## src/rtl/sram_arb_pkg.sv

```systemverilog
// Shared types and constants for the SRAM data-port arbiter.
package sram_arb_pkg;
  localparam int STALL_CNT_W = 16;
  localparam int MAX_MASTERS = 4;

  typedef logic [1:0] master_id_t;

  // Index 'k' positions after 'base' in a ring of 'n' masters (base, k < n).
  function automatic int rr_idx(master_id_t base, int k, int n);
    int s;
    s = int'(base) + k;
    return (s >= n) ? s - n : s;
  endfunction
endpackage

```

## src/rtl/sram_arb_id_fifo.sv

```systemverilog
// In-order queue of transaction owner IDs; a pop frees the slot for a same-cycle push when full.
module sram_arb_id_fifo
  import sram_arb_pkg::*;
#(
  parameter int DEPTH = 2
) (
  input  logic       clk_i,
  input  logic       rst_i,
  input  logic       push_i,
  input  logic       pop_i,
  input  master_id_t id_i,
  output master_id_t head_o,
  output logic       full_o,
  output logic       empty_o
);

  localparam int PTR_W = (DEPTH > 1) ? $clog2(DEPTH) : 1;
  localparam int CNT_W = $clog2(DEPTH + 1);
  localparam logic [PTR_W-1:0] LAST = PTR_W'(DEPTH - 1);

  master_id_t       r_mem [DEPTH];
  logic [PTR_W-1:0] r_wr, r_rd;
  logic [CNT_W-1:0] r_cnt;
  logic             w_push, w_pop;

  assign empty_o = (r_cnt == '0);
  assign full_o  = (r_cnt == CNT_W'(DEPTH));
  assign w_pop   = pop_i && !empty_o;
  assign w_push  = push_i && (!full_o || w_pop);
  assign head_o  = r_mem[r_rd];

  always_ff @(posedge clk_i) begin
    if (rst_i) begin
      r_wr  <= '0;
      r_rd  <= '0;
      r_cnt <= '0;
    end else begin
      if (w_push) r_wr <= (r_wr == LAST) ? '0 : r_wr + 1'b1;
      if (w_pop)  r_rd <= (r_rd == LAST) ? '0 : r_rd + 1'b1;
      r_cnt <= r_cnt + CNT_W'(w_push) - CNT_W'(w_pop);
    end
  end

  always_ff @(posedge clk_i)
    if (w_push) r_mem[r_wr] <= id_i;

endmodule

```

## src/rtl/sram_d_arbiter.sv

```systemverilog
// Round-robin arbiter sharing the SRAM data OBI port among NUM_MASTERS requesters.
// Define SRAM_ARB_STATS_EN to build the per-master saturating stall counters.
module sram_d_arbiter
  import sram_arb_pkg::*;
#(
  parameter int NUM_MASTERS     = 2,
  parameter int MAX_OUTSTANDING = 2
) (
  input  logic                                    clk_i,
  input  logic                                    rst_i,
  input  logic [NUM_MASTERS-1:0]                  m_req_i,
  output logic [NUM_MASTERS-1:0]                  m_gnt_o,
  input  logic [NUM_MASTERS-1:0][31:0]            m_addr_i,
  input  logic [NUM_MASTERS-1:0]                  m_we_i,
  input  logic [NUM_MASTERS-1:0][3:0]             m_be_i,
  input  logic [NUM_MASTERS-1:0][31:0]            m_wdata_i,
  output logic [NUM_MASTERS-1:0]                  m_rvalid_o,
  output logic [NUM_MASTERS-1:0][31:0]            m_rdata_o,
  output logic                                    s_req_o,
  input  logic                                    s_gnt_i,
  output logic [31:0]                             s_addr_o,
  output logic                                    s_we_o,
  output logic [3:0]                              s_be_o,
  output logic [31:0]                             s_wdata_o,
  input  logic                                    s_rvalid_i,
  input  logic [31:0]                             s_rdata_i,
  output logic                                    proto_err_o,
  output logic [NUM_MASTERS-1:0][STALL_CNT_W-1:0] stall_cnt_o
);

  master_id_t r_rr_ptr, w_win_id, w_head;
  logic       r_first_cyc, r_perr;
  logic       w_win_vld, w_full, w_empty, w_pop, w_accept;

  // Later (lower k) matches overwrite earlier ones, so the nearest requester at/after rr_ptr wins.
  always_comb begin
    w_win_vld = 1'b0;
    w_win_id  = '0;
    for (int k = NUM_MASTERS - 1; k >= 0; k--)
      for (int i = 0; i < NUM_MASTERS; i++)
        if (m_req_i[i] && i == rr_idx(r_rr_ptr, k, NUM_MASTERS)) begin
          w_win_vld = 1'b1;
          w_win_id  = master_id_t'(i);
        end
  end

  assign w_pop    = s_rvalid_i && !rst_i && !w_empty;
  assign s_req_o  = !rst_i && w_win_vld && (!w_full || w_pop);
  assign w_accept = s_req_o && s_gnt_i;

  always_comb begin
    s_addr_o  = '0;
    s_we_o    = 1'b0;
    s_be_o    = '0;
    s_wdata_o = '0;
    m_gnt_o   = '0;
    for (int i = 0; i < NUM_MASTERS; i++)
      if (w_win_vld && w_win_id == master_id_t'(i)) begin
        s_addr_o   = m_addr_i[i];
        s_we_o     = m_we_i[i];
        s_be_o     = m_be_i[i];
        s_wdata_o  = m_wdata_i[i];
        m_gnt_o[i] = w_accept;
      end
  end

  always_comb begin
    m_rvalid_o = '0;
    m_rdata_o  = '0;
    for (int i = 0; i < NUM_MASTERS; i++)
      if (w_pop && w_head == master_id_t'(i)) begin
        m_rvalid_o[i] = 1'b1;
        m_rdata_o[i]  = s_rdata_i;
      end
  end

  // r_first_cyc marks the cycle right after reset, when a stray response is dropped silently.
  always_ff @(posedge clk_i) begin
    if (rst_i) begin
      r_rr_ptr    <= '0;
      r_first_cyc <= 1'b1;
      r_perr      <= 1'b0;
    end else begin
      r_first_cyc <= 1'b0;
      if (w_accept) r_rr_ptr <= master_id_t'(rr_idx(w_win_id, 1, NUM_MASTERS));
      if (s_rvalid_i && w_empty && !r_first_cyc) r_perr <= 1'b1;
    end
  end

  assign proto_err_o = r_perr;

  sram_arb_id_fifo #(.DEPTH(MAX_OUTSTANDING)) u_id_fifo (
    .clk_i   (clk_i),
    .rst_i   (rst_i),
    .push_i  (w_accept),
    .pop_i   (w_pop),
    .id_i    (w_win_id),
    .head_o  (w_head),
    .full_o  (w_full),
    .empty_o (w_empty)
  );

`ifdef SRAM_ARB_STATS_EN
  for (genvar g = 0; g < NUM_MASTERS; g++) begin : g_stall
    logic [STALL_CNT_W-1:0] r_cnt;
    always_ff @(posedge clk_i) begin
      if (rst_i) r_cnt <= '0;
      else if (m_req_i[g] && !m_gnt_o[g] && r_cnt != '1) r_cnt <= r_cnt + STALL_CNT_W'(1);
    end
    assign stall_cnt_o[g] = r_cnt;
  end
`else
  assign stall_cnt_o = '0;
`endif

endmodule

```

## config.mk

```make
export PLATFORM = sky130hd
export DESIGN_NAME = sram_d_arbiter
export DESIGN_NICKNAME = d
export VERILOG_FILES = /design/src/rtl/sram_arb_pkg.sv /design/src/rtl/sram_arb_id_fifo.sv /design/src/rtl/sram_d_arbiter.sv
export SDC_FILE = /design/constraint.sdc
export NUM_CORES = 1
export LEC_CHECK = 0
export CAP_MARGIN = 5
export CORE_AREA = 4 4 133 135
export CTS_CLUSTER_SIZE = 14
export DETAILED_ROUTE_END_ITERATION = 12
export DIE_AREA = 0 0 137 139
export GPL_TIMING_DRIVEN = 0
export SLEW_MARGIN = 0
export SYNTH_ARGS = -nofsm -noshare
export SYNTH_HDL_FRONTEND = slang
export SYNTH_SLANG_ARGS = --single-unit
```

## constraint.sdc

```tcl
create_clock -name clk_i -period 1.6 [get_ports clk_i]
set_clock_uncertainty 0.1 [all_clocks]
set_input_delay 0.32 -clock clk_i [delete_from_list [all_inputs] [get_ports clk_i]]
set_output_delay 0.32 -clock clk_i [all_outputs]
set_load 0.005 [all_outputs]
```

==> metrics.txt <==
crit-path cells=o21ai_4, nor2_4, buf_8, buf_6, buf_8, buf_6, and3_4, buf_6; Ports=between 300 and 400; CP top delay family=buffers and inverters; CP Launch Type=flop; Post-synth ARST share=0%; top-count cell post-synth=a22o_1; final core occ=between 40% and 50%; actual slew at the worst max-slew pin=a little over 0.5 ns; status=finished with violations; DP Area=around 0.0054 mm²; clock root cell=clkbuf_16; area grow syn2layout=269.3%; fin area=0.006751 mm²; failing checks=negative setup slack; hold endpoint=r_first_cyc; Crit path arrival time=~1.6 ns; Worst R2R End=u_id_fifo.r_cnt[0]; chip height=roughly 140 µm; Final Max Slew Viols=0; Num CTS Buffers=3; die area=0.01904 mm²; routed wire length=around 15 mm; antenna viol nets, final=0; Fmax=498.8 MHz; Clk Latency, worst-skew pair=0.24 ns; fillers=1653; Seq/Total Area, Yosys=between 10% and 20%; vias in the first global route=3733; Final WS setup=-0.4046 ns; Avg Synthesized Cell Area=7.585 µm²; EDFF count, synth=2; Crit. End Element=primary output; Placement Rows=47; initial detailed-routing violation count=slightly below 90; final hold slack=0.3524 ns; worst vdd ir=between 300 and 400 µV; NumNets Final=848; Synth top area share=33.06%; first-pass GRT wire length=~21 mm; Ys Warns=0; Diodes inserted=0; DP Cell Count=806; mean number of vias per cell=4.038; DR DRC count=0; most used cell, CP=buf_6; final setup violation count=140; vias=3590; Pre-antenna DRT Iters=5; critical path data required time=1.18 ns; Non-Filler Instances=slightly below 900; r2r startpoint=u_id_fifo.r_cnt[0]; Pleak=3.276 nW; Synth cell types=29; largest net degree at the start of global routing=11; CTS tree=yes; Cell Area, Synth=0.001828 mm²; CTS clk-pin slew, worst paths=roughly 0.04 ns; synthesized instance count=roughly 240; Die X-Extent=137 µm; WHS Path Cells=1; worst hold path type=input pin to flop; Max-cap violations=0; Buf+Inv Stages, Crit Path=5; worst setup path class=flop to primary output; gr usage total=14.37%; min Tclk post-route=2.005 ns; HPWL Detailed=11.48 mm; Crit Path Max Fanout=7; GR Overflow Total=0; Post-synth top flop=dfxtp_1; commonest cells in the netlist=69 x a22o_1, 66 x and3_1, 33 x buf_4; Total Power=0.002795 W; RSZ-0062 raised after global routing=true; routed length per instance=between 15 and 20 µm; Hold Fails Final Rpt=0; minimum setup slack among reg-to-reg paths=-0.09 ns; power per cell area=414.0 mW/mm²; layout cell share with drive strength beyond 1=52.91%; initial core utilization=11.10%; Synth area leader=a22o_1; worst reg-to-reg path cell count=8; Seq cells post-synth=10; Clock Path Buffers=2; Slowest Stage Delay on Critical Path=0.35 ns; H-tree levels=1; hold_sp=rst_i; CTS sink cnt=10; Crit. Startpoint=u_id_fifo.r_cnt[0]; top area cells in the synthesized netlist=a22o_1 33%, and3_1 23%, buf_4 14%; antenna violations before repair=1; Max transition margin=approximately two thirds; core footprint=0.01647 mm²; Final Cycle Share=125.3%; PortBufs=314; Worst path slowest cell=dfxtp_4; RePlAce Congestion=about 0.83
metrics by stage:
stage / TNS, ns / setup WS [ns]
after floorplan: 0 / 0.02504
after global placement: -175.32 / -1.483
after detailed placement: -174.76 / -1.464
after CTS: -45.58 / -0.4324
after global routing: -48.80 / -0.4386
final: -41.07 / -0.4046
routing by layer:
metal / share of wire [%] / track usage, %
met5: 0.084 / 0
met4: 1.3 / 2.784
met3: 8.5 / 3.048
met2: 54 / 28.22
met1: 36 / 15.49
report_power, final:
part           internal, W  switching [W]
Combinational      0.00132       0.000706
Clock             0.000328       0.000123
Sequential        0.000292      0.0000281
Total              0.00194       0.000856
cell families (layout without fill, tap and decap cells):
| kind of cell | after synthesis | in the layout | synth area share, % |
|---|---|---|---|
| muxes | 3 | 3 | 1.711 |
| xor gates and xnor gates | 3 | 3 | 1.438 |
| DFF | 10 | 10 | 12.05 |
| other | 1 | 32 | 0.2051 |
| AOI/OAI and AO/OA | 75 | 75 | 35.52 |
| and+or+nand+nor | 82 | 82 | 27.24 |
| buffers and inverters | 65 | 462 | 20.46 |
| adders and majority gates | 2 | 2 | 1.369 |
how the worst max path moves through the flow:
stage | cells past startpoint | slack (ns) | endpoint
finish | 8 | -0.40 | m_rdata_o[10]
CTS | 5 | -0.43 | m_rdata_o[40]
floorplan | 8 | 0.03 | u_id_fifo.r_cnt[1]
detailed placement | 5 | -1.46 | s_wdata_o[17]
global placement | 5 | -1.48 | s_wdata_o[17]
global route | 7 | -0.44 | m_rdata_o[2]
repair_timing:
item | 4_1_cts | 5_1_grt
cloned | 10 | 5
endpoints found under the setup margin | 145 | 140
setup buffers | 62 | 12
resized for setup | 787 | 81
hold buffers | 0 | 0
pin swaps | 78 | 25
final cells by class:
type                            count  area (µm²)  area share, %
Clock inverter                      1       3.754        0.05560
Buffer                             57       665.6          9.859
Timing Repair Buffer              397        3761          55.71
Sequential cell                    10       235.2          3.484
Tap cell                          220       275.3          4.077
Inverter                            4       15.01         0.2224
Multi-Input combinational cell    197        1720          25.48
Clock buffer                        3       75.07          1.112
state kept, by name, indices dropped and copies added (netlist names), named ones only:
signal,cells
u_id_fifo.r_cnt,2
u_id_fifo.r_mem,2
proto_err_o,1
r_first_cyc,1
r_rr_ptr,1
u_id_fifo.r_rd,1
u_id_fifo.r_wr,1
layout by cell type (no fill, tap or decap), types with 3 or more instances in the layout:
| cell | netlist | routed |
|---|---|---|
| dfxtp_1 | 8 | 4 |
| conb_1 | 1 | 32 |
| buf_12 | 0 | 5 |
| and3_1 | 66 | 16 |
| clkdlybuf4s50_1 | 0 | 171 |
| buf_8 | 0 | 24 |
| nor3_2 | 0 | 3 |
| dfxtp_4 | 0 | 4 |
| buf_4 | 33 | 43 |
| and3_4 | 0 | 50 |
| nor2_1 | 7 | 6 |
| buf_2 | 5 | 90 |
| buf_6 | 0 | 104 |
| a22o_1 | 69 | 69 |
| clkbuf_16 | 0 | 10 |
Power figures use the tool's default switching activity.
